### src/rtl/vTPU_pack.sv
// ----------------------------------------------------------------------------
// vTPU_pack
// Shared types and constants for the vegeta instruction path.
//   WORD_TYPE         32-bit instruction segment (lower / middle)
//   HALFWORD_TYPE     16-bit instruction segment (upper)
//   INSTRUCTION_TYPE  full 80-bit instruction {upper, middle, lower}
//   SEGMENT_COUNT     number of segments that make up one instruction
// ----------------------------------------------------------------------------
package vTPU_pack;

  typedef logic [31:0] WORD_TYPE;
  typedef logic [15:0] HALFWORD_TYPE;
  typedef logic [79:0] INSTRUCTION_TYPE;

  localparam int SEGMENT_COUNT = 3;

  // Segment positions inside the write_en strobe vector.
  localparam int SEG_LOWER  = 0;
  localparam int SEG_MIDDLE = 1;
  localparam int SEG_UPPER  = 2;

  // Concatenate the three segments into one instruction word.
  function automatic INSTRUCTION_TYPE assemble_instr(input WORD_TYPE     lower,
                                                     input WORD_TYPE     middle,
                                                     input HALFWORD_TYPE upper);
    return {upper, middle, lower};
  endfunction

endpackage : vTPU_pack

### src/rtl/vegeta_instr_assembler.sv
// ----------------------------------------------------------------------------
// vegeta_instr_assembler
// Collects the three instruction segments, which may arrive in any order and
// in any cycles, and signals completion once all three have been seen.
//   clk          rising-edge clock
//   rst          asynchronous active-low reset (clears the segment mask)
//   lower_word   segment bits [31:0]
//   middle_word  segment bits [63:32]
//   upper_word   segment bits [79:64]
//   write_en     per-segment strobes {lower, middle, upper}
//   flush        drop any partially collected instruction
//   complete     all segments present this cycle (mask | write_en == 111)
//   instr        assembled instruction, valid while complete is high
// ----------------------------------------------------------------------------
module vegeta_instr_assembler
  import vTPU_pack::*;
(
  input  logic            clk,
  input  logic            rst,
  input  WORD_TYPE        lower_word,
  input  WORD_TYPE        middle_word,
  input  HALFWORD_TYPE    upper_word,
  input  logic            write_en [0:SEGMENT_COUNT-1],
  input  logic            flush,
  output logic            complete,
  output INSTRUCTION_TYPE instr
);

  logic [SEGMENT_COUNT-1:0] we_vec;
  logic [SEGMENT_COUNT-1:0] mask_reg;
  logic [SEGMENT_COUNT-1:0] mask_next;

  WORD_TYPE     lower_reg;
  WORD_TYPE     middle_reg;
  HALFWORD_TYPE upper_reg;

  WORD_TYPE     lower_sel;
  WORD_TYPE     middle_sel;
  HALFWORD_TYPE upper_sel;

  // Strobes are suppressed during flush so nothing written in that cycle
  // survives into the next instruction.
  genvar gi;
  generate
    for (gi = 0; gi < SEGMENT_COUNT; gi++) begin : g_seg_we
      assign we_vec[gi] = write_en[gi] && !flush;
    end
  endgenerate

  always_comb begin
    // A segment written in the completing cycle bypasses the staging register.
    lower_sel  = we_vec[SEG_LOWER]  ? lower_word  : lower_reg;
    middle_sel = we_vec[SEG_MIDDLE] ? middle_word : middle_reg;
    upper_sel  = we_vec[SEG_UPPER]  ? upper_word  : upper_reg;

    complete  = !flush && ((mask_reg | we_vec) == '1);
    instr     = assemble_instr(lower_sel, middle_sel, upper_sel);

    mask_next = mask_reg | we_vec;
    if (flush || complete) begin
      mask_next = '0;
    end
  end

  always_ff @(posedge clk or negedge rst) begin
    if (!rst) begin
      mask_reg <= '0;
    end else begin
      mask_reg <= mask_next;
    end
  end

  // Segment data is qualified by the mask, so it needs no reset.
  always_ff @(posedge clk) begin
    if (we_vec[SEG_LOWER]) begin
      lower_reg <= lower_word;
    end
    if (we_vec[SEG_MIDDLE]) begin
      middle_reg <= middle_word;
    end
    if (we_vec[SEG_UPPER]) begin
      upper_reg <= upper_word;
    end
  end

endmodule : vegeta_instr_assembler

### src/rtl/vegeta_instr_queue.sv
// ----------------------------------------------------------------------------
// vegeta_instr_queue
// First-word-fall-through queue of 80-bit instructions fed by a segment
// assembler and drained by the tpu_core.
//   clk           rising-edge clock
//   rst           asynchronous active-low reset
//   lower_word    instruction bits [31:0]
//   middle_word   instruction bits [63:32]
//   upper_word    instruction bits [79:64]
//   write_en      per-segment write strobes {lower, middle, upper}
//   flush         discard all queued and partially assembled instructions
//   clear_errors  clear sticky overflow / underflow
//   instr_out     head-of-queue instruction
//   instr_valid   instr_out is valid (queue not empty)
//   instr_ready   consumer takes the head this cycle
//   empty/full/almost_full  occupancy status
//   count         current occupancy
//   overflow      sticky: completed instruction dropped because queue full
//   underflow     sticky: instr_ready seen while empty
// ----------------------------------------------------------------------------
module vegeta_instr_queue
  import vTPU_pack::*;
#(
  parameter int DEPTH             = 32,
  parameter int ALMOST_FULL_LEVEL = DEPTH - 4
) (
  input  logic                       clk,
  input  logic                       rst,
  input  WORD_TYPE                   lower_word,
  input  WORD_TYPE                   middle_word,
  input  HALFWORD_TYPE               upper_word,
  input  logic                       write_en [0:SEGMENT_COUNT-1],
  input  logic                       flush,
  input  logic                       clear_errors,
  output INSTRUCTION_TYPE            instr_out,
  output logic                       instr_valid,
  input  logic                       instr_ready,
  output logic                       empty,
  output logic                       full,
  output logic                       almost_full,
  output logic [$clog2(DEPTH+1)-1:0] count,
  output logic                       overflow,
  output logic                       underflow
);

  localparam int PW = $clog2(DEPTH);
  localparam int CW = $clog2(DEPTH + 1);

  localparam logic [CW-1:0] DEPTH_LEVEL = CW'(DEPTH);
  localparam logic [CW-1:0] AF_LEVEL    = CW'(ALMOST_FULL_LEVEL);

  INSTRUCTION_TYPE mem [DEPTH];

  logic [PW-1:0] wr_ptr_reg, wr_ptr_next;
  logic [PW-1:0] rd_ptr_reg, rd_ptr_next;
  logic [CW-1:0] count_reg,  count_next;
  logic          overflow_reg,  overflow_next;
  logic          underflow_reg, underflow_next;

  logic            complete;
  INSTRUCTION_TYPE assembled;

  logic push;
  logic pop;
  logic overflow_event;
  logic underflow_event;

  vegeta_instr_assembler u_assembler (
    .clk         (clk),
    .rst         (rst),
    .lower_word  (lower_word),
    .middle_word (middle_word),
    .upper_word  (upper_word),
    .write_en    (write_en),
    .flush       (flush),
    .complete    (complete),
    .instr       (assembled)
  );

  // Status flags depend on the count register only.
  assign empty       = (count_reg == '0);
  assign full        = (count_reg == DEPTH_LEVEL);
  assign almost_full = (count_reg >= AF_LEVEL);
  assign count       = count_reg;
  assign instr_valid = !empty;
  assign instr_out   = mem[rd_ptr_reg];
  assign overflow    = overflow_reg;
  assign underflow   = underflow_reg;

  always_comb begin
    // complete is already gated by flush inside the assembler. A pop frees a
    // slot in the same cycle, so a full queue can still accept a completion.
    pop             = instr_valid && instr_ready && !flush;
    underflow_event = empty && instr_ready && !flush;
    push            = complete && (!full || pop);
    overflow_event  = complete && full && !pop;

    wr_ptr_next    = wr_ptr_reg;
    rd_ptr_next    = rd_ptr_reg;
    count_next     = count_reg;
    overflow_next  = overflow_reg;
    underflow_next = underflow_reg;

    if (flush) begin
      wr_ptr_next = '0;
      rd_ptr_next = '0;
      count_next  = '0;
    end else begin
      // Pointers wrap naturally because DEPTH is a power of two.
      if (push) begin
        wr_ptr_next = wr_ptr_reg + PW'(1);
      end
      if (pop) begin
        rd_ptr_next = rd_ptr_reg + PW'(1);
      end
      if (push && !pop) begin
        count_next = count_reg + CW'(1);
      end else if (pop && !push) begin
        count_next = count_reg - CW'(1);
      end
    end

    // A new error event in the clearing cycle keeps the flag set.
    if (overflow_event) begin
      overflow_next = 1'b1;
    end else if (clear_errors) begin
      overflow_next = 1'b0;
    end

    if (underflow_event) begin
      underflow_next = 1'b1;
    end else if (clear_errors) begin
      underflow_next = 1'b0;
    end
  end

  always_ff @(posedge clk or negedge rst) begin
    if (!rst) begin
      wr_ptr_reg    <= '0;
      rd_ptr_reg    <= '0;
      count_reg     <= '0;
      overflow_reg  <= 1'b0;
      underflow_reg <= 1'b0;
    end else begin
      wr_ptr_reg    <= wr_ptr_next;
      rd_ptr_reg    <= rd_ptr_next;
      count_reg     <= count_next;
      overflow_reg  <= overflow_next;
      underflow_reg <= underflow_next;
    end
  end

  // Storage is not reset; occupancy tracking decides what is meaningful.
  always_ff @(posedge clk) begin
    if (push) begin
      mem[wr_ptr_reg] <= assembled;
    end
  end

endmodule : vegeta_instr_queue
### config.mk
export PLATFORM = sky130hd
export DESIGN_NAME = vegeta_instr_queue
export DESIGN_NICKNAME = d
export VERILOG_FILES = /design/src/rtl/vTPU_pack.sv /design/src/rtl/vegeta_instr_assembler.sv /design/src/rtl/vegeta_instr_queue.sv
export SDC_FILE = /design/constraint.sdc
export NUM_CORES = 2
export LEC_CHECK = 0
export ABC_AREA = 1
export CORE_AREA = 8 8 380 530
export DETAILED_ROUTE_END_ITERATION = 8
export DIE_AREA = 0 0 388 538
export HOLD_SLACK_MARGIN = 0.15
export PLACE_DENSITY_LB_ADDON = 0.08
export SLEW_MARGIN = 5
export SYNTH_ARGS = -nofsm -noshare
export SYNTH_HDL_FRONTEND = slang
export SYNTH_HIERARCHICAL = 1
export SYNTH_SLANG_ARGS = --single-unit
### constraint.sdc
create_clock -name clk -period 8.9 [get_ports clk]
set_input_delay 1.78 -clock clk [delete_from_list [all_inputs] [get_ports clk]]
set_output_delay 1.78 -clock clk [all_outputs]
set_load 0.005 [all_outputs]
# Word-level counts from Yosys, hierarchy flattened
# Memories as Yosys holds them, arrays and structs flattened.
# Cells that the tools add are included.
[word_totals]
ff_bits = 101
mem_bits_rw = 2560
inputBits = 88
wordCells = 60
mem_count = 1
[op_classes]
add_sub_neg = 4
magnitude_cmp = 1
eq_ne = 2
mux = 16
bitwise_logic = 1
reduce_logical = 26
[memory_table]
columns = ["memory", "depth", "width", "read_ports", "rd_clocked_by_memory_dff", "write_ports", "line_no", "source"]
rows = [
  ["mem", 32, 80, 1, 0, 1, "vegeta_instr_queue.sv:52", "INSTRUCTION_TYPE mem [DEPTH];"],
]
[ops]
columns = ["operator", "count"]
rows = [
  ["$mux W32", 2],
  ["$mux W5", 4],
  ["$mux W6", 3],
  ["$mux W16", 1],
  ["$logic_and A1 B1 Y1", 13],
  ["$add A5 B1 Y5 const B", 2],
  ["$reduce_bool A2 Y1", 4],
  ["$add A6 B1 Y6 const B", 1],
  ["$eq A6 B6 Y1 const B", 1],
  ["$ge A6 B5 Y1 const B", 1],
  ["$logic_not A6 Y1", 1],
  ["$sub A6 B1 Y6 const B", 1],
  ["$logic_not A1 Y1", 5],
  ["$mux W1", 5],
  ["$eq A3 B3 Y1 const B", 1],
  ["$mux W3", 1],
  ["$or A3 B3 Y3", 1],
  ["$reduce_bool A3 Y1", 1],
  ["$logic_or A1 B1 Y1", 2],
]

# Longest topological paths before layout
[logic_depth]
ltp_word = 11
ltp_mapped = 14
ltp_nobuf = 14

# Hierarchy
# Netlist, hierarchy kept.
[modules_own_cells]
columns = ["mod", "n_inst", "cells_each", "area_each_um2"]
rows = [
  ["vegeta_instr_queue", 1, 8365, 102724.8],
  ["vegeta_instr_assembler", 1, 365, 2856.5],
]

# Worst setup path before layout
# OpenSTA, ideal clock, no wires.
[synth_timing]
path_type = "input to register"
from = "in write_en[0] (netlist name)"
to = "mem mem[7][0] (netlist name) (enable)"
setup_time_ns = 0.617
arrival_time_ns = 8.387
path_slack_ns = -0.104
path_stages = 9
n_path_buf = 1
cell_sequence = "buf_2 nand2_4 nand2_1 nand3_1 nor2_1 inv_1 nor2_1 inv_1 nor3_1"
[synth_between]
elab_chain_len = 7
[synth_lines]
columns = ["element", "line_no", "source"]
rows = [
  ["start, declared", "vegeta_instr_queue.sv:32", "input logic write_en [0:SEGMENT_COUNT-1],"],
  ["$logic_and A1 B1 Y1", "vegeta_instr_assembler.sv:46", "assign we_vec[gi] = write_en[gi] && !flush;"],
  ["$or A3 B3 Y3", "vegeta_instr_assembler.sv:56", "complete = !flush && ((mask_reg | we_vec) == '1);"],
  ["$eq A3 B3 Y1", "vegeta_instr_assembler.sv:56", ""],
  ["$logic_and A1 B1 Y1", "vegeta_instr_assembler.sv:56", ""],
  ["via complete", "vegeta_instr_queue.sv:60", "logic complete;"],
  ["$logic_and A1 B1 Y1", "vegeta_instr_queue.sv:95", "push = complete && (!full || pop);"],
  ["$mux W1", "vegeta_instr_queue.sv:155", "if (push) begin"],
  ["$mux W1 (implied by the code)", "vegeta_instr_queue.sv:156", "mem[wr_ptr_reg] <= assembled;"],
  ["end, declared", "vegeta_instr_queue.sv:52", ""],
]
# The timed path passes the listed nets, and every way through them passes these cells.

# Worst setup path after layout
[layout_timing]
from = "reg rd_ptr_reg[0]"
to = "out instr_out[63]"
[layout_between]
elab_chain_len = 1
[layout_lines]
columns = ["element", "line_no", "source"]
rows = [
  ["start, declared", "vegeta_instr_queue.sv:55", "logic [PW-1:0] rd_ptr_reg, rd_ptr_next;"],
  ["start signal, assigned", "vegeta_instr_queue.sv:146", "rd_ptr_reg <= rd_ptr_next;"],
  ["$mem_v2 Z32 W80", "n/a", ""],
  ["end, declared", "vegeta_instr_queue.sv:35", "output INSTRUCTION_TYPE instr_out,"],
]
# Every way passes these cells.

==> results.json <==
{
  "syn-num-nets": 8828,
  "status": "finished, final reports clean",
  "dp_hpwl_um": 150000,
  "final_max_slew_viol_count": 0,
  "synth_warnings": 6,
  "die_w_um": 388,
  "fp-row-count": 191,
  "path_class": "flip-flop to primary output",
  "first_global_vias": 66100,
  "final-instance-count-excl-fill": 11500,
  "grt-ovfl-total": 0,
  "cp.arrival_ns": 5.10,
  "cap_violations": 0,
  "clock_sinks": 2661,
  "ys_seq_elements": 2661,
  "synth-edff-count": 2560,
  "tns_ns": 0,
  "syn_avg_cell_area_sq_um": 12.1,
  "antenna_found_initial": 12,
  "final_nets": 8876,
  "rsz0062_at_grt": "false",
  "seq_power_share_pct": 45.0,
  "cp-end-kind": "primary output",
  "place.port_buffers": 179,
  "largest_reg_flops": 2560,
  "drive_gt1_share_pct": 6.63,
  "cts_resized": 0,
  "post_drt_via_cell_ratio": 5.94,
  "switchingPower_mw": 9.52,
  "post-route-drc-count": 0,
  "dp.cells": 11000,
  "ant_nets": 0,
  "fmax_mhz": 145,
  "switching_share_pct": 30.2,
  "vias": 68300,
  "drt_iter0_drc": 7489,
  "htree_num_levels": 4,
  "hp-class": "flip-flop to flip-flop",
  "fin_crit_sh_pct": 77.3,
  "hold_buffers": 0,
  "core_area_sq_um": 193000,
  "area_growth_pct": 11.7,
  "grt_pass1_wl_um": 426000,
  "ff2ff_path_depth": 9,
  "critPathLaunchType": "flip-flop",
  "synth_ff_type": "edfxtp_1",
  "reg2reg_slack_ns": 4.67,
  "setup_viol": 0,
  "multi_input_area_sq_um": 24000,
  "r2r-end": "mem[12][2]$_DFFE_PP_",
  "power_density_nw_per_um2": 267,
  "dieArea_sq_um": 209000,
  "clk_path_buf_depth": 4,
  "path_max_fanout": 78,
  "syn_inst": 8730,
  "globalplace.congestion": 0.798,
  "wl_um": 286000,
  "max_slew_margin_pct": 14.4,
  "initial_utilization_pct": 54.7,
  "finalClockSkew_ns": 0.0489,
  "numCtsBuffers": 247,
  "combPwrFrac_pct": 22.0,
  "peakVddDrop_v": 0.000256,
  "wl_per_cell_um": 24.9,
  "p_int_mw": 22.0,
  "final_hold_viol_count": 0,
  "synth.distinct_cells": 30,
  "io_pins": 180,
  "clkTransAtPathRegs_ns": 0.06,
  "syn_area_sq_um": 106000,
  "reg2reg_from": "u_assembler/mask_reg[0]$_DFF_PN0_",
  "drt_first_pass_iters": 6,
  "p_clk_share_pct": 32.9,
  "synthArstFlopShare_pct": 0.789,
  "cp.required_ns": 7.12,
  "post_cts_buffers": 0,
  "grt_max_degree": 190,
  "tightest_slew_ns": 1.28,
  "seq_area_sq_um": 79000,
  "fin_crit_ns": 6.88,
  "critPathCapture": "instr_out[63]",
  "grtUsageTotal_pct": 26.8,
  "clkLatencyLatePin_ns": 0.89,
  "cp-startpoint": "rd_ptr_reg[0]$_DFFE_PN0P_",
  "hp-start": "u_assembler/middle_reg[29]$_DFF_P_",
  "p_leak_nw": 40.6,
  "chipHeight_um": 538,
  "cts-root-buf": "clkbuf_16",
  "cts_tree": "yes",
  "synth-seq-area-share_pct": 74.8,
  "fillers": 15000
}
[cell usage after synthesis, types with 78 or more instances]
cell         n  area share [%]
a21oi_1    112            0.53
nand3_1    495             2.3
buf_2      200            0.95
o211ai_1   119            0.85
inv_1       78            0.28
o21ai_1    300             1.4
nand2_1   1157             4.1
clkbuf_1   247            0.88
nor2_1    2059             7.3
o21ai_0   1068             5.1
dfxtp_1     80             1.5
edfxtp_1  2560              73
[worst max-delay path, cell delays in order (launching register included)]
cell and delay [ns]:
dfrtp_4 0.89, buf_4 0.72, buf_4 0.77, nor2_1 0.13, nor2_1 0.12, o21ai_0 0.10
o211ai_1 0.12, nand2_1 0.08, nor2_1 0.17, nor2_1 0.11, nor2_1 0.32, clkdlybuf4s50_1 0.58
[metal layers]
metal	share of wire, %	GRT usage (%)
met1	41	36.9
met2	49	45.4
met3	7.5	3.58
met4	2.5	6.92
met5	0	0
[cell type report]
type / instances / area share, %
Timing Repair Buffer: 347 / 3.07
Multi-Input combinational cell: 5434 / 20.3
Inverter: 87 / 0.320
Clock buffer: 339 / 5.82
Tap cell: 2509 / 2.66
Antenna cell: 3 / 0.00636
Sequential cell: 2661 / 67.0
Clock inverter: 113 / 0.825
[cell families after synthesis]
group	after synthesis	synth area share, %
buffers and inverters	635	2.72
and+or+nand+nor	3757	14.1
AOI/OAI and AO/OA	1663	8.24
DFF	2661	74.8
adders and majority gates	10	0.126
xor gates and xnor gates	4	0.0332
[per-stage QoR]
stage | worst slack, ns | utilization (%) | area, sq um | hold slack (ns) | total power, mW
after floorplan | -0.104 | - | 106000 | 0.517 | 19.0
after global placement | 1.76 | 57.0 | 110000 | 0.436 | 21.3
after detailed placement | 1.86 | 57.0 | 110000 | 0.441 | 21.4
after CTS | 2.02 | 61.1 | 118000 | 0.459 | 31.7
after global routing | 1.80 | 61.1 | 118000 | 0.477 | 32.8
final | 2.02 | 61.1 | 118000 | 0.461 | 31.5
[power groups by stage]
stage                     combinational [mW]  sequential (mW)  clock (mW)
after floorplan                         4.65             14.4           0
after global placement                  6.84             14.5           0
after detailed placement                6.92             14.5           0
after CTS                               6.96             14.2        10.5
after global routing                    7.70             14.2        11.0
final                                   6.94             14.2        10.4
[layout by cell type, fill, tap and decap left out, drive strengths merged, types with 6 or more instances in the layout]
master and count:
inv 90, nor2 2060, buf 169, nor3 7, o211ai 119, dfxtp 80, clkbuf 339, dfrtp 21
clkinv 87, bufinv 17, edfxtp 2560, ha 9, nand3 495, a21oi 112, clkdlybuf4s50 178, clkinvlp 6
nand2 1160, o22ai 63, or2 32, o21ai 1368
[how the worst min path moves through the flow]
stage | endpoint | slack (ns) | depth (start not counted)
2_1_floorplan | overflow$_DFFE_PN0P_ | 0.52 | 2
6_report | u_assembler/middle_reg[29]$_DFF_P_ | 0.46 | 2
5_1_grt | u_assembler/middle_reg[29]$_DFF_P_ | 0.48 | 2
3_3_place_gp | u_assembler/middle_reg[29]$_DFF_P_ | 0.44 | 2
3_5_place_dp | u_assembler/middle_reg[29]$_DFF_P_ | 0.44 | 2
4_1_cts | u_assembler/middle_reg[29]$_DFF_P_ | 0.46 | 2
(Power assumes the default switching activity.)
